[config.mk]
export PLATFORM = sky130hd
export DESIGN_NAME = axis_bram_pingpong_ctrl
export DESIGN_NICKNAME = d
export VERILOG_FILES = /design/src/rtl/axis_bram_pkg.sv /design/src/rtl/axis_bram_bank_tracker.sv /design/src/rtl/axis_bram_pingpong_ctrl.sv
export SDC_FILE = /design/constraint.sdc
export NUM_CORES = 1
export LEC_CHECK = 0
export CAP_MARGIN = 30
export CORE_UTILIZATION = 56
export CTS_BUF_LIST = sky130_fd_sc_hd__clkbuf_8
export CTS_CLUSTER_DIAMETER = 60
export DETAILED_ROUTE_END_ITERATION = 12
export PLACE_DENSITY_LB_ADDON = 0.2
export SLEW_MARGIN = 20
export SYNTH_ARGS = -nofsm -noshare
export SYNTH_HDL_FRONTEND = slang
export SYNTH_SLANG_ARGS = --single-unit
export TNS_END_PERCENT = 100
[constraint.sdc]
create_clock -name S_AXIS_ACLK -period 4.7 [get_ports S_AXIS_ACLK]
set_input_delay 0.47 -clock S_AXIS_ACLK [delete_from_list [all_inputs] [get_ports S_AXIS_ACLK]]
set_output_delay 0.47 -clock S_AXIS_ACLK [all_outputs]
set_load 0.01 [all_outputs]
[src/rtl/axis_bram_pkg.sv]
`default_nettype none
// ============================================================================
//  Module   : axis_bram_pkg
//  Purpose  : Shared types and constants for the ping-pong BRAM write
//             controller: the write-side state encoding, default geometry of
//             one bank, and the dropped-word counter step.
//  Ports    : none (package)
//  Revision : 1.0  initial release
// ============================================================================
package axis_bram_pkg;

    // Write-side sequencing: FILL writes incoming words, STALL waits for the
    // reader to free the bank we toggled into.
    typedef enum logic [0:0] {
        FILL  = 1'b0,
        STALL = 1'b1
    } state_e;

    // Default bank geometry: words per bank and width of a length field that
    // must be able to hold the value DEPTH itself.
    localparam int unsigned BUF_ADDR_WIDTH_DEF = 10;
    localparam int unsigned BUF_DEPTH_DEF      = 1 << BUF_ADDR_WIDTH_DEF;
    localparam int unsigned BUF_LEN_WIDTH_DEF  = BUF_ADDR_WIDTH_DEF + 1;

    // Step applied to the dropped-word counter while it is below all-ones.
    localparam int unsigned OVF_SAT_STEP = 1;

endpackage : axis_bram_pkg
`default_nettype wire

[src/rtl/axis_bram_bank_tracker.sv]
`default_nettype none
// ============================================================================
//  Module   : axis_bram_bank_tracker
//  Purpose  : Full flag and stored length for one BRAM bank. Set on close,
//             cleared one cycle after a release of a full bank. A close in
//             the same cycle as a release wins.
//  Ports    : clk_i, rst_i      clock / synchronous active-high reset
//             close_i           bank is closed this cycle
//             close_len_i       number of words in the closing bank
//             release_i         reader frees this bank (one-cycle pulse)
//             full_o, len_o     registered status
//  Revision : 1.0  initial release
// ============================================================================
module axis_bram_bank_tracker
    import axis_bram_pkg::*;
#(
    parameter int LEN_WIDTH = BUF_LEN_WIDTH_DEF
) (
    input  logic                 clk_i,
    input  logic                 rst_i,
    input  logic                 close_i,
    input  logic [LEN_WIDTH-1:0] close_len_i,
    input  logic                 release_i,
    output logic                 full_o,
    output logic [LEN_WIDTH-1:0] len_o
);

    logic                 full_q, full_d;
    logic [LEN_WIDTH-1:0] len_q,  len_d;

    always_comb begin
        full_d = full_q;
        len_d  = len_q;
        if (close_i) begin
            full_d = 1'b1;
            len_d  = close_len_i;
        end else if (release_i && full_q) begin
            // Releasing an empty bank is meaningless and is ignored.
            full_d = 1'b0;
            len_d  = '0;
        end
    end

    always_ff @(posedge clk_i) begin
        if (rst_i) begin
            full_q <= 1'b0;
            len_q  <= '0;
        end else begin
            full_q <= full_d;
            len_q  <= len_d;
        end
    end

    assign full_o = full_q;
    assign len_o  = len_q;

endmodule : axis_bram_bank_tracker
`default_nettype wire

[src/rtl/axis_bram_pingpong_ctrl.sv]
`default_nettype none
// ============================================================================
//  Module   : axis_bram_pingpong_ctrl
//  Purpose  : Write-side controller that steers the AXIS-to-BRAM adapter word
//             stream into a dual-bank (ping-pong) BRAM. Closes a bank on LAST
//             or when it is full, stalls when the next bank is still owned by
//             the reader, keeps one in-flight word in a skid register and
//             counts any word beyond that as dropped.
//  Ports    : S_AXIS_ACLK / S_AXIS_ARESET   clock, sync active-high reset
//             DIN, DIN_VALID, DIN_LAST       word stream from adapter
//             DIN_ACCEP                      registered accept to adapter
//             BRAM_EN/WE/ADDR/DIN            BRAM write port
//             ACTIVE_BANK, BUF_FULL,
//             BUF_LEN0, BUF_LEN1             bank status
//             BUF_RELEASE                    per-bank release from reader
//             OVERFLOW, OVF_CNT              sticky drop flag, drop count
//  Revision : 1.0  initial release
// ============================================================================
module axis_bram_pingpong_ctrl
    import axis_bram_pkg::*;
#(
    parameter int C_S_AXIS_TDATA_WIDTH = 32,
    parameter int C_BUF_ADDR_WIDTH     = BUF_ADDR_WIDTH_DEF,
    parameter int C_OVF_CNT_WIDTH      = 16
) (
    input  logic                            S_AXIS_ACLK,
    input  logic                            S_AXIS_ARESET,
    input  logic [C_S_AXIS_TDATA_WIDTH-1:0] DIN,
    input  logic                            DIN_VALID,
    input  logic                            DIN_LAST,
    output logic                            DIN_ACCEP,
    output logic                            BRAM_EN,
    output logic                            BRAM_WE,
    output logic [C_BUF_ADDR_WIDTH:0]       BRAM_ADDR,
    output logic [C_S_AXIS_TDATA_WIDTH-1:0] BRAM_DIN,
    output logic                            ACTIVE_BANK,
    output logic [1:0]                      BUF_FULL,
    output logic [C_BUF_ADDR_WIDTH:0]       BUF_LEN0,
    output logic [C_BUF_ADDR_WIDTH:0]       BUF_LEN1,
    input  logic [1:0]                      BUF_RELEASE,
    output logic                            OVERFLOW,
    output logic [C_OVF_CNT_WIDTH-1:0]      OVF_CNT
);

    localparam int AW    = C_BUF_ADDR_WIDTH;
    localparam int DW    = C_S_AXIS_TDATA_WIDTH;
    localparam int LEN_W = C_BUF_ADDR_WIDTH + 1;
    localparam int DEPTH = 1 << C_BUF_ADDR_WIDTH;
    localparam logic [AW-1:0] PTR_LAST = AW'(DEPTH - 1);

    // ---------------------------------------------------------------- state
    state_e                 state_q, state_d;
    logic                   active_q, active_d;
    logic [AW-1:0]          ptr_q, ptr_d;
    logic                   skid_valid_q, skid_valid_d;
    logic [DW-1:0]          skid_data_q, skid_data_d;
    logic                   skid_last_q, skid_last_d;
    logic                   din_accep_q, din_accep_d;
    logic                   bram_en_q, bram_en_d;
    logic [AW:0]            bram_addr_q, bram_addr_d;
    logic [DW-1:0]          bram_din_q, bram_din_d;
    logic                   overflow_q, overflow_d;
    logic [C_OVF_CNT_WIDTH-1:0] ovf_cnt_q, ovf_cnt_d;

    // ------------------------------------------------------------- combos
    logic                   wr_valid;
    logic [DW-1:0]          wr_data;
    logic                   wr_last;
    logic                   drop;
    logic [1:0]             bank_close;
    logic [LEN_W-1:0]       close_len;
    logic                   other_bank;
    logic                   other_full_eff;
    logic                   active_full_eff;
    logic                   active_released;
    logic                   next_bank_full;

    logic [1:0]             buf_full;
    logic [LEN_W-1:0]       bank_len [2];

    always_comb begin
        state_d      = state_q;
        active_d     = active_q;
        ptr_d        = ptr_q;
        skid_valid_d = skid_valid_q;
        skid_data_d  = skid_data_q;
        skid_last_d  = skid_last_q;
        bram_en_d    = 1'b0;
        bram_addr_d  = bram_addr_q;
        bram_din_d   = bram_din_q;
        overflow_d   = overflow_q;
        ovf_cnt_d    = ovf_cnt_q;
        wr_valid     = 1'b0;
        wr_data      = DIN;
        wr_last      = DIN_LAST;
        drop         = 1'b0;
        bank_close   = 2'b00;
        close_len    = LEN_W'(ptr_q) + LEN_W'(1);

        other_bank      = ~active_q;
        // A bank counts as occupied for next cycle only if no release hits it.
        other_full_eff  = buf_full[other_bank] & ~BUF_RELEASE[other_bank];
        active_full_eff = buf_full[active_q]   & ~BUF_RELEASE[active_q];
        active_released = buf_full[active_q]   &  BUF_RELEASE[active_q];

        case (state_q)
            FILL: begin
                if (DIN_VALID) begin
                    wr_valid = 1'b1;
                end
            end
            STALL: begin
                if (active_released) begin
                    // Bank freed: flush the skid to ptr 0. Incoming data is
                    // only written directly when the skid has nothing queued.
                    state_d = FILL;
                    if (skid_valid_q) begin
                        wr_valid     = 1'b1;
                        wr_data      = skid_data_q;
                        wr_last      = skid_last_q;
                        skid_valid_d = 1'b0;
                        drop         = DIN_VALID;
                    end else if (DIN_VALID) begin
                        wr_valid = 1'b1;
                    end
                end else if (DIN_VALID) begin
                    if (!skid_valid_q) begin
                        skid_valid_d = 1'b1;
                        skid_data_d  = DIN;
                        skid_last_d  = DIN_LAST;
                    end else begin
                        drop = 1'b1;
                    end
                end
            end
            default: state_d = FILL;
        endcase

        if (wr_valid) begin
            bram_en_d   = 1'b1;
            bram_addr_d = {active_q, ptr_q};
            bram_din_d  = wr_data;
            if (wr_last || (ptr_q == PTR_LAST)) begin
                bank_close[active_q] = 1'b1;
                active_d             = other_bank;
                ptr_d                = '0;
                if (other_full_eff) begin
                    state_d = STALL;
                end
            end else begin
                ptr_d = ptr_q + AW'(1);
            end
        end

        if (drop) begin
            overflow_d = 1'b1;
            if (ovf_cnt_q != '1) begin
                ovf_cnt_d = ovf_cnt_q + C_OVF_CNT_WIDTH'(OVF_SAT_STEP);
            end
        end

        // The bank we will be filling next cycle, as seen after this cycle's
        // close/release activity.
        next_bank_full = (active_d != active_q) ? other_full_eff : active_full_eff;
        din_accep_d    = ~next_bank_full & (state_d == FILL);
    end

    always_ff @(posedge S_AXIS_ACLK) begin
        if (S_AXIS_ARESET) begin
            state_q      <= FILL;
            active_q     <= 1'b0;
            ptr_q        <= '0;
            skid_valid_q <= 1'b0;
            skid_data_q  <= '0;
            skid_last_q  <= 1'b0;
            din_accep_q  <= 1'b0;
            bram_en_q    <= 1'b0;
            bram_addr_q  <= '0;
            bram_din_q   <= '0;
            overflow_q   <= 1'b0;
            ovf_cnt_q    <= '0;
        end else begin
            state_q      <= state_d;
            active_q     <= active_d;
            ptr_q        <= ptr_d;
            skid_valid_q <= skid_valid_d;
            skid_data_q  <= skid_data_d;
            skid_last_q  <= skid_last_d;
            din_accep_q  <= din_accep_d;
            bram_en_q    <= bram_en_d;
            bram_addr_q  <= bram_addr_d;
            bram_din_q   <= bram_din_d;
            overflow_q   <= overflow_d;
            ovf_cnt_q    <= ovf_cnt_d;
        end
    end

    // ----------------------------------------------------- bank trackers
    for (genvar b = 0; b < 2; b++) begin : g_bank
        axis_bram_bank_tracker #(
            .LEN_WIDTH (LEN_W)
        ) u_tracker (
            .clk_i       (S_AXIS_ACLK),
            .rst_i       (S_AXIS_ARESET),
            .close_i     (bank_close[b]),
            .close_len_i (close_len),
            .release_i   (BUF_RELEASE[b]),
            .full_o      (buf_full[b]),
            .len_o       (bank_len[b])
        );
    end

    // ------------------------------------------------------------ outputs
    assign DIN_ACCEP   = din_accep_q;
    assign BRAM_EN     = bram_en_q;
    assign BRAM_WE     = bram_en_q;
    assign BRAM_ADDR   = bram_addr_q;
    assign BRAM_DIN    = bram_din_q;
    assign ACTIVE_BANK = active_q;
    assign BUF_FULL    = buf_full;
    assign BUF_LEN0    = bank_len[0];
    assign BUF_LEN1    = bank_len[1];
    assign OVERFLOW    = overflow_q;
    assign OVF_CNT     = ovf_cnt_q;

endmodule : axis_bram_pingpong_ctrl
`default_nettype wire

==> run summary, run 1 <==
outcome: finished clean
YS warnings: 0
NetSw: 552 uW
worst skew pair latency: 0.43 ns
initial antenna violation count: 0
Tot GR Track Use: 0.266
I/O Pins: 126
WL met1: 5910 um
post-synthesis register bit count: 132
Remaining Overflow, GRT: 0
post-placement cell count: 850
setup ws final: 2.00 ns
pre-CTS setup slack: 1.57 ns
post-route clock period utilization: 0.575
power per cell area: 333 mW/mm^2
peak supply drop: 302 uV
die span in x: 101 um
share of power burned in registers: 0.488
Non-Filler Instances: 884
clock buffer count from CTS: 17
Worst-path clk slew: 0.08 ns
die area: 0.0102 sq mm
post-CTS sizing: 0
largest net degree at the start of global routing: 73
Synth Instances: 645
arrival time at the worst endpoint: 3.00 ns
worst min path class: flop to flop
vias per std cell: 5.48
Min Clock Period, post-route: 2.70 ns
Avg WL per Cell: 15.0 um
Die Y: 101 um
CTS max path bufs: 2
RSZ-0062 raised after global routing: false
DP Wirelength: 8540 um
Commonest cells post-synth: 132 x dfxtp_1, 124 x nand2_1, 76 x a21oi_1
CTS tree: built
Max-slew headroom: 0.510
clk_skew: 0.0149 ns
final hold vios: 0
Post-CTS Hold Fix Bufs: 0
GP Congestion: 0.835
total power: 2380 uW
syn_nets: 687
fin. max-slew vios: 0
ys async rst share: 0
Finish-stage setup viols: 0
Final Net Count: 785
Synth area leaders: dfxtp_1 48%, nand2_1 8.5%, a21oi_1 7.0%
sequential share of the synthesized area: 0.483
top cell type's share of synthesized area: 0.483
WP data required: 5.00 ns
TNS Setup: 0 ns
Post-synth EDFFs: 0
switching share of total power: 0.232
CP Class: flop to flop
drt pass-1 iters: 4
nature of the critical path endpoint: flop
unique cell type count in the Yosys netlist: 42
Routed Antenna Nets: 0
Initial DRC Count: 183
first-pass GRT wire length: 21300 um
Setup crit start kind: flop
Sink Count: 132
htree depth: 4
Initial Util: 0.586
syn_area_per_cell: 8.48 sq um
vias in the first global route: 4604
Via Count: 4846
share of cells above drive strength 1: 0.0609
Most used DFF post-synth: dfxtp_1
most frequent cell after synthesis: dfxtp_1
clock share of power: 0.431
I/O Buffers: 125
core area: 0.00933 sq mm
Static Leakage: 0.00241 uW
measured slew at the worst slew-check pin: 0.735 ns
site row count: 35
met2 wire len: 6620 um
critical path fanouts, max: 10
max-cap violations: 0
Highest Signal Layer: met4
Detailed Route WL: 13300 um
Peak Freq: 370 MHz
setup repair bufs after CTS: 0
area leader, netlist: dfxtp_1
root buf cell: clkbuf_8
Antenna Diode Count: 0
Internal Pwr Total: 1830 uW
Synth Cell Area: 0.00547 sq mm
metal3 WL: 557 um
Remaining DRCs: 0
Comb power frac: 0.081
area delta synth->final: 30.9%
[layer usage]
layer,global-route usage,up-vias
met5,0,-
met4,0.0847,0
met3,0.0562,19
met2,0.461,111
met1,0.330,2291
li1,-,2425
[power groups by stage]
stage	Clock (uW)	Sequential, uW	Combinational, uW
floorplan	0	1190	82.9
global placement	0	1190	184
detailed placement	0	1190	189
CTS	1040	1160	191
global route	1090	1160	209
finish	1030	1160	193
[worst paths after layout]
kind	from	endpoint	slack [ns]	cells past startpoint
worst min register to register	skid_data_q[6]$_SDFFE_PP0P_	skid_data_q[6]$_SDFFE_PP0P_	0.45	2
worst max register to register	ptr_q[0]$_SDFFE_PP0N_	g_bank[1].u_tracker.len_o[0]$_SDFFE_PP0P_	2.00	9
worst max-delay path	ptr_q[0]$_SDFFE_PP0N_	g_bank[1].u_tracker.len_o[0]$_SDFFE_PP0P_	2.00	9
worst min-delay path	skid_data_q[6]$_SDFFE_PP0P_	skid_data_q[6]$_SDFFE_PP0P_	0.45	2
[layout by cell type (no fill, tap or decap), drive strengths merged, types with 3 or more instances in the layout]
cell           netlist  final
and2                 3      3
a31oi                9      9
dfxtp              132    132
buf                 20      8
clkinvlp             0      4
nand3               34     34
xnor2                8      8
clkbuf              33     18
clkdlybuf4s50        0    124
mux2i               35     35
clkinv               0      4
nor2                62     62
o2111ai              3      3
bufinv               0      4
nand4                8      8
ha                   4      4
inv                  5      6
o21ai                4      4
a21oi               77     77
o311ai               3      3
a211oi              33     33
nor3                 4      4
nand3b               3      3
or3                  4      4
xor2                11     11
and3                 7      7
nand2              124    124
and4                 3      3
[critical path: stages (launching register included)]
cell      delay, ns
dfxtp_1        0.57
ha_1           0.38
nand4_1        0.28
o211a_1        0.33
inv_1          0.14
ha_1           0.19
o311ai_2       0.22
buf_4          0.24
a31oi_1        0.17
nor2_1         0.05
[flip-flops by register name, summed over array words and instances, names as in the netlist]
signal / flops
g_bank.u_tracker.len_o: 22
BRAM_EN: 1
OVF_CNT: 16
ACTIVE_BANK: 1
state_q: 1
skid_last_q: 1
BRAM_DIN: 32
ptr_q: 10
OVERFLOW: 1
BRAM_ADDR: 11
skid_valid_q: 1
DIN_ACCEP: 1
g_bank.u_tracker.full_o: 2
skid_data_q: 32
[area by class of cell]
| class | instances | area, sq um |
|---|---|---|
| clock buffer | 18 | 248 |
| clock inverter | 13 | 185 |
| fill | 683 | 2170 |
| inverter | 5 | 18.8 |
| multi-input combinational | 455 | 2590 |
| sequential | 132 | 2640 |
| tap | 129 | 161 |
| timing repair buffer | 132 | 1310 |
[metrics by stage]
| step | hold slack [ns] | utilization | area [sq um] |
|---|---|---|---|
| after detailed placement | 0.448 | 0.717 | 6690 |
| final | 0.455 | 0.767 | 7150 |
| after floorplan | 0.436 | - | 5470 |
| after global routing | 0.472 | 0.767 | 7150 |
| after CTS | 0.457 | 0.764 | 7120 |
| after global placement | 0.440 | 0.717 | 6690 |
[cells by family after synthesis]
kind of cell	synth area share
XOR/XNOR	0.0304
flip-flops	0.483
multiplexers	0.0661
AND/OR/NAND/NOR	0.209
adder cells (fa/ha/maj)	0.00916
AO/OA/AOI/OAI	0.154
buffers and inverters	0.0472
Note: power is estimated with default switching activity, not from simulation.
==> inputs of run 2 (changes only) <==
--- a/config.mk
+++ b/config.mk
@@ -6,7 +6,7 @@
 export NUM_CORES = 1
 export LEC_CHECK = 0
 export CAP_MARGIN = 30
-export CORE_UTILIZATION = 56
+export CORE_UTILIZATION = 52
 export CTS_BUF_LIST = sky130_fd_sc_hd__clkbuf_8
 export CTS_CLUSTER_DIAMETER = 60
 export DETAILED_ROUTE_END_ITERATION = 12
==> constraint.sdc (replaced) <==
create_clock -name S_AXIS_ACLK -period 2.5 [get_ports S_AXIS_ACLK]
set_input_delay 0.25 -clock S_AXIS_ACLK [delete_from_list [all_inputs] [get_ports S_AXIS_ACLK]]
set_output_delay 0.25 -clock S_AXIS_ACLK [all_outputs]
set_load 0.01 [all_outputs]
==> run 2 against run 1 <==
  * Sequential share of layout area is 0.36 points lower
  * Clock skew decreased by 0.0023 ns
  * Register-to-register slack got worse by 1.8 ns
  * Die area increased by 7.5%
  * Core utilization shrank 6.4 points
  * Power up 86%
  * Sequential power rose by 88%
  * Final cell count up 1.7%
  * Worst setup slack got worse by 1.8 ns
  * Fmax is 19% higher
  * Count of clock-buffer cells in the layout unchanged
  * Clock power grew 83%
  * Critical path type unchanged
  * Critical endpoint is now g_bank[0].u_tracker.len_o[10]$_SDFFE_PP0P_
==> run summary, run 2 (synthesis gave the netlist of run 1 again) <==
worst min path class: input pin to flop (was flop to flop)
worst r2r src: ptr_q[3]$_SDFFE_PP0N_ (was ptr_q[0]$_SDFFE_PP0N_)
RSZ-0062 raised after global routing: false (unchanged)
CTS tree: built (unchanged)
fin. max-slew vios: 0 (unchanged)
I/O Pins: 126 (unchanged)
Worst-path clk slew: 0.08 ns (about the same)
commonest non-fill, non-tap cell in the layout: dfxtp_1 (unchanged)
Remaining DRCs: 0 (unchanged)
clock buffer count from CTS: 17 (unchanged)
Sink Count: 132 (unchanged)
htree depth: 4 (unchanged)
first-pass GRT wire length: 21300 um (about the same)
largest net degree at the start of global routing: 85 (was 73)
Detailed Route WL: 12900 um (was 13300 um)
measured slew at the worst slew-check pin: 0.938 ns (was 0.735 ns)
CP top delay family: compound AO/OA/AOI/OAI gates (unchanged)
vias in the first global route: 4553 (was 4604)
Min Clock Period, post-route: 2.26 ns (was 2.70 ns)
WP data required: 2.80 ns (was 5.00 ns)
post-placement cell count: 867 (was 850)
DP Wirelength: 8490 um (was 8540 um)
Setup crit start kind: flop (unchanged)
post-route clock period utilization: 0.906 (was 0.575)
arrival time at the worst endpoint: 2.56 ns (was 3.00 ns)
site row count: 37 (was 35)
Peak Freq: 442 MHz (was 370 MHz)
GP Congestion: 0.848 (was 0.835)
initial antenna violation count: 0 (unchanged)
hold path startpoint: S_AXIS_ARESET (was skid_data_q[6]$_SDFFE_PP0P_)
root buf cell: clkbuf_8 (unchanged)
post-CTS sizing: 0 (unchanged)
Non-Filler Instances: 899 (was 884)
Initial Util: 0.532 (was 0.586)
power per cell area: 613 mW/mm^2 (was 333 mW/mm^2)
drt pass-1 iters: 4 (unchanged)
cell at the slowest stage of the critical path: dfxtp_1 (unchanged)
die area: 0.0109 sq mm (was 0.0102 sq mm)
Finish-stage setup viols: 0 (unchanged)
TNS Setup: 0 ns (unchanged)
max-cap violations: 0 (unchanged)
most frequent cells in the layout: 132 x dfxtp_1, 124 x nand2_1, 124 x clkdlybuf4s50_1, 76 x a21oi_1, 62 x nor2_1 (unchanged)
Die Y: 105 um (was 101 um)
Avg WL per Cell: 14.3 um (was 15.0 um)
critical path fanouts, max: 15 (was 10)
share of cells above drive strength 1: 0.0695 (was 0.0609)
crit path cell chain: and4_1 -> nand4_1 -> o211a_1 -> inv_1 -> ha_1 -> o311ai_2 -> a31oi_1 -> nor2_1 (was ha_1 -> nand4_1 -> o211a_1 -> inv_1 -> ha_1 -> o311ai_2 -> buf_4 -> a31oi_1 -> nor2_1)
core area: 0.0103 sq mm (was 0.00933 sq mm)
CP Class: flop to flop (unchanged)
Crit path buffers/inverters: 1 (was 2)
nature of the critical path endpoint: flop (unchanged)
peak supply drop: 392 uV (was 302 uV)
delay of the slowest cell on the worst path: 0.44 ns (was 0.57 ns)
Static Leakage: 0.00245 uW (was 0.00241 uW)
Routed Antenna Nets: 0 (unchanged)
die span in x: 105 um (was 101 um)
I/O Buffers: 125 (unchanged)
Via Count: 4938 (was 4846)
Final Net Count: 792 (was 785)
Tot GR Track Use: 0.241 (was 0.266)
Max-slew headroom: 0.374 (was 0.510)
Antenna Diode Count: 0 (unchanged)
Post-CTS Hold Fix Bufs: 0 (unchanged)
final hold vios: 0 (unchanged)
outcome: finished clean (unchanged)
area delta synth->final: 32.2% (was 30.9%)
vias per std cell: 5.49 (was 5.48)
Initial DRC Count: 208 (was 183)
Worst Setup SP: ptr_q[3]$_SDFFE_PP0N_ (was ptr_q[0]$_SDFFE_PP0N_)
Remaining Overflow, GRT: 0 (unchanged)
CTS max path bufs: 2 (unchanged)
clk_skew: 0.0126 ns (was 0.0149 ns)
worst skew pair latency: 0.43 ns (about the same)
setup repair bufs after CTS: 0 (unchanged)
[run 2: worst paths after layout]
check                                               endpoint  slack (ns)  cells after the start
setup reg to reg  g_bank[0].u_tracker.len_o[10]$_SDFFE_PP0P_        0.24                      8
hold / removal                  skid_data_q[23]$_SDFFE_PP0P_        0.20                      2
hold reg to reg                  skid_data_q[9]$_SDFFE_PP0P_        0.46                      2
setup / recovery  g_bank[0].u_tracker.len_o[10]$_SDFFE_PP0P_        0.24                      8
[run 2: per-layer routing]
layer  routed length, um  global-route usage  vias to the layer above
li1                    -                   -                     2436
met1                5820               0.306                     2343
met2                6220               0.400                      150
met3                 751              0.0568                        9
met4                  92              0.0827                        0
met5                   0                   0                        -
[run 2: through the flow]
stage | setup slack, ns | area [sq um] | utilization | hold slack, ns | total power [uW]
3_3_place_gp | 0.169 | 6800 | 0.662 | 0.441 | 2590
4_1_cts | 0.205 | 7220 | 0.703 | 0.180 | 4460
6_report | 0.236 | 7220 | 0.703 | 0.202 | 4430
5_1_grt | 0.0863 | 7220 | 0.703 | 0.190 | 4610
3_5_place_dp | 0.0224 | 6800 | 0.662 | 0.447 | 2590
2_1_floorplan | 0.329 | 5470 | - | 0.386 | 2400
[run 2: area by class of cell]
cell class	count	area [sq um]
Fill cell	818	3050
Sequential cell	132	2640
Multi-Input combinational cell	455	2590
Timing Repair Buffer	139	1380
Clock buffer	18	248
Clock inverter	14	178
Tap cell	136	170
Inverter	5	18.8
[run 2: where the power goes]
group	internal, uW	switching, uW	leakage (uW)
sequential	2150	31.6	0.00107
clock	1020	855	0.000208
combinational	186	183	0.00117
total	3360	1070	0.00245
==> inputs of run 3 (changes only) <==
--- a/config.mk
+++ b/config.mk
@@ -6,13 +6,13 @@
 export NUM_CORES = 1
 export LEC_CHECK = 0
 export CAP_MARGIN = 30
-export CORE_UTILIZATION = 52
-export CTS_BUF_LIST = sky130_fd_sc_hd__clkbuf_8
+export CORE_UTILIZATION = 50
 export CTS_CLUSTER_DIAMETER = 60
 export DETAILED_ROUTE_END_ITERATION = 12
 export PLACE_DENSITY_LB_ADDON = 0.2
 export SLEW_MARGIN = 20
 export SYNTH_ARGS = -nofsm -noshare
 export SYNTH_HDL_FRONTEND = slang
+export SYNTH_HIERARCHICAL = 1
 export SYNTH_SLANG_ARGS = --single-unit
 export TNS_END_PERCENT = 100
==> run 3 against run 2 <==
  * Count of clock-buffer cells in the layout grew 6
  * Global-route usage about the same
  * Power up 5.7%
  * Non-clock buffer count up 2
  * Design area is 2.5% higher
  * Sequential power is essentially flat
  * Sequential share of layout area down 0.91 points
  * Die area up 5.4%
  * Register-to-register slack worse by 0.05 ns
  * Clock skew decreased by 0.0063 ns
  * Largest cell class is now multi-input combinational cells
  * Highest routed layer unchanged
  * Hold slack better by 0.10 ns
  * First-iteration DRC count increased by 49%
==> run summary, run 3 <==
outcome: finished clean (unchanged)
Setup crit start kind: flop (unchanged)
Core Util, Final: 0.683 (was 0.703)
met1 GRT Util: 0.297 (was 0.306)
GP Congestion: 0.796 (was 0.848)
most frequent cells in the layout: 136 x nand2_1, 132 x dfxtp_1, 124 x clkdlybuf4s50_1, 77 x a21oi_1, 58 x nor2_1 (was 132 x dfxtp_1, 124 x nand2_1, 124 x clkdlybuf4s50_1, 76 x a21oi_1, 62 x nor2_1)
Sink Count: 132 (unchanged)
Max-slew headroom: 0.358 (was 0.374)
met2 usage: 0.390 (was 0.400)
most frequent cell after synthesis: nand2_1 (was dfxtp_1)
YS warnings: 6 (was 0)
WHS: 0.306 ns (was 0.202 ns)
top cell type's share of synthesized area: 0.477 (was 0.483)
Static Leakage: 0.00280 uW (was 0.00245 uW)
syn_area_per_cell: 8.45 sq um (was 8.48 sq um)
measured slew at the worst slew-check pin: 0.963 ns (was 0.938 ns)
power per cell area: 632 mW/mm^2 (was 613 mW/mm^2)
Via Count: 4953 (was 4938)
site row count: 38 (was 37)
htree depth: 4 (unchanged)
post-synthesis register bit count: 132 (unchanged)
share of cells above drive strength 1: 0.0745 (was 0.0695)
first-pass GRT wire length: 21900 um (was 21300 um)
Synth area leaders: dfxtp_1 48%, nand2_1 9.2%, a21oi_1 6.9% (was dfxtp_1 48%, nand2_1 8.5%, a21oi_1 7.0%)
max-cap violations: 0 (unchanged)
Post-synth EDFFs: 0 (unchanged)
Tot GR Track Use: 0.240 (was 0.241)
commonest non-fill, non-tap cell in the layout: nand2_1 (was dfxtp_1)
Peak Freq: 433 MHz (was 442 MHz)
total power: 4680 uW (was 4430 uW)
final hold vios: 0 (unchanged)
Most used DFF post-synth: dfxtp_1 (unchanged)
delay of the slowest cell on the worst path: 0.39 ns (was 0.44 ns)
critical path fanouts, max: 5 (was 15)
DP Wirelength: 8720 um (was 8490 um)
Routed Antenna Nets: 0 (unchanged)
I/O Buffers: 125 (unchanged)
die span in x: 107 um (was 105 um)
Synth Instances: 656 (was 645)
peak supply drop: 448 uV (was 392 uV)
die area: 0.0115 sq mm (was 0.0109 sq mm)
pre-CTS setup slack: -0.0552 ns (was 0.0224 ns)
initial antenna violation count: 0 (unchanged)
worst skew pair latency: 0.52 ns (was 0.43 ns)
CTS tree: built (unchanged)
core area: 0.0108 sq mm (was 0.0103 sq mm)
Commonest cells post-synth: 136 x nand2_1, 132 x dfxtp_1, 77 x a21oi_1 (was 132 x dfxtp_1, 124 x nand2_1, 76 x a21oi_1)
Avg WL per Cell: 14.5 um (was 14.3 um)
root buf cell: clkbuf_8 (unchanged)
Die Y: 107 um (was 105 um)
Remaining DRCs: 0 (unchanged)
Remaining Overflow, GRT: 0 (unchanged)
nature of the critical path endpoint: flop (unchanged)
cell at the slowest stage of the critical path: dfxtp_1 (unchanged)
Antenna Diode Count: 0 (unchanged)
Detailed Route WL: 13300 um (was 12900 um)
worst min path class: input pin to flop (unchanged)
setup ws final: 0.188 ns (was 0.236 ns)
clk_skew: 0.00634 ns (was 0.0126 ns)
I/O Pins: 126 (unchanged)
CTS max path bufs: 2 (unchanged)
Min Clock Period, post-route: 2.31 ns (was 2.26 ns)
Synth Cell Area: 0.00555 sq mm (was 0.00547 sq mm)
fin. max-slew vios: 0 (unchanged)
met3 global-route usage: 0.0726 (was 0.0568)
largest net degree at the start of global routing: 93 (was 85)
Initial DRC Count: 309 (was 208)
Finish-stage setup viols: 0 (unchanged)
reg2reg setup slack: 0.19 ns (was 0.24 ns)
Final Net Count: 810 (was 792)
vias in the first global route: 4769 (was 4553)
setup repair bufs after CTS: 0 (unchanged)
CP Class: flop to flop (unchanged)
Worst-path clk slew: 0.06 ns (was 0.08 ns)
drt pass-1 iters: 4 (unchanged)
post-route clock period utilization: 0.925 (was 0.906)
sequential share of the synthesized area: 0.477 (was 0.483)
area delta synth->final: 33.6% (was 32.2%)
crit path cell chain: ha_1 -> nand3_1 -> nor4_1 -> buf_4 -> a211oi_2 -> inv_1 -> ha_1 -> mux2i_1 -> mux2i_1 -> nor3b_1 (was and4_1 -> nand4_1 -> o211a_1 -> inv_1 -> ha_1 -> o311ai_2 -> a31oi_1 -> nor2_1)
WP data required: 2.86 ns (was 2.80 ns)
Initial Util: 0.512 (was 0.532)
vias per std cell: 5.39 (was 5.49)
clock buffer count from CTS: 17 (unchanged)
arrival time at the worst endpoint: 2.67 ns (was 2.56 ns)
ys async rst share: 0 (unchanged)
syn_nets: 698 (was 687)
unique cell type count in the Yosys netlist: 42 (unchanged)
gr busiest metal: met2 (unchanged)
area leader, netlist: dfxtp_1 (unchanged)
RSZ-0062 raised after global routing: false (unchanged)
[run 3: cell types whose count changed in the layout (fill, tap and decap cells not counted), moves of 6 or more]
cell	before	now
nand3b_1	3	24
clkbuf_16	0	16
clkbuf_8	18	4
nand3_1	34	20
nand2_1	124	136
a31oi_1	8	2
and3_1	7	1
clkinv_2	0	6
[run 3: power breakdown]
group | internal [uW] | total [uW] | switching [uW] | leakage [uW]
Clock | 1270 | 2120 | 842 | 0.000254
Combinational | 192 | 376 | 184 | 0.00147
Sequential | 2160 | 2190 | 32.0 | 0.00107
Total | 3620 | 4680 | 1060 | 0.00280
[run 3: layout make-up]
cell class	instances	area (sq um)
clock buffer	24	470
clock inverter	6	30.0
timing repair buffer	141	1380
inverter	11	41.3
multi-input combinational	465	2670
sequential	132	2640
tap	140	175
fill	912	3430
[run 3: kinds of logic after synthesis]
family	count (synthesis)	synth area share
compound gates	130	0.140
xor+xnor	21	0.0332
fa+ha+maj	4	0.00903
buf+inv	59	0.0469
flops	132	0.477
mux	36	0.0650
simple gates	274	0.229
[run 3: worst max-delay path: cells and delay by family, from the launching register on]
family	cells	cell delay, ns
AND/OR/NAND/NOR	3	0.49
adder cells (fa/ha/maj)	2	0.48
multiplexers	2	0.46
flip-flops	1	0.39
buffers and inverters	2	0.28
AO/OA/AOI/OAI	1	0.04
[run 3: metal layers]
layer | up-vias | wire length, um
met3 | 22 | 658
met4 | 0 | 259
li1 | 2469 | -
met2 | 140 | 6360
met5 | - | 0
met1 | 2322 | 6030
[run 3: stage by stage]
stage	setup TNS [ns]	instance area (sq um)	cells
floorplan	0	5550	656
global placement	0	6900	889
detailed placement	-0.951	6900	889
CTS	0	7400	919
global route	0	7410	919
finish	0	7410	919
[run 3: path summary, 6_finish.rpt]
| check | cells after the start | from | end |
|---|---|---|---|
| setup / recovery | 10 | ptr_q[1]$_SDFFE_PP0N_ | DIN_ACCEP$_SDFF_PP0_ |
| hold / removal | 3 | DIN[23] | skid_data_q[23]$_SDFFE_PP0P_ |
| setup reg to reg | 10 | ptr_q[1]$_SDFFE_PP0N_ | DIN_ACCEP$_SDFF_PP0_ |
| hold reg to reg | 2 | skid_data_q[3]$_SDFFE_PP0P_ | skid_data_q[3]$_SDFFE_PP0P_ |
[run 3: what timing repair did]
item                       in CTS  in global routing
hold buffers                    0                  0
gates resized for setup         0                  3
setup endpoints to repair       0                 24
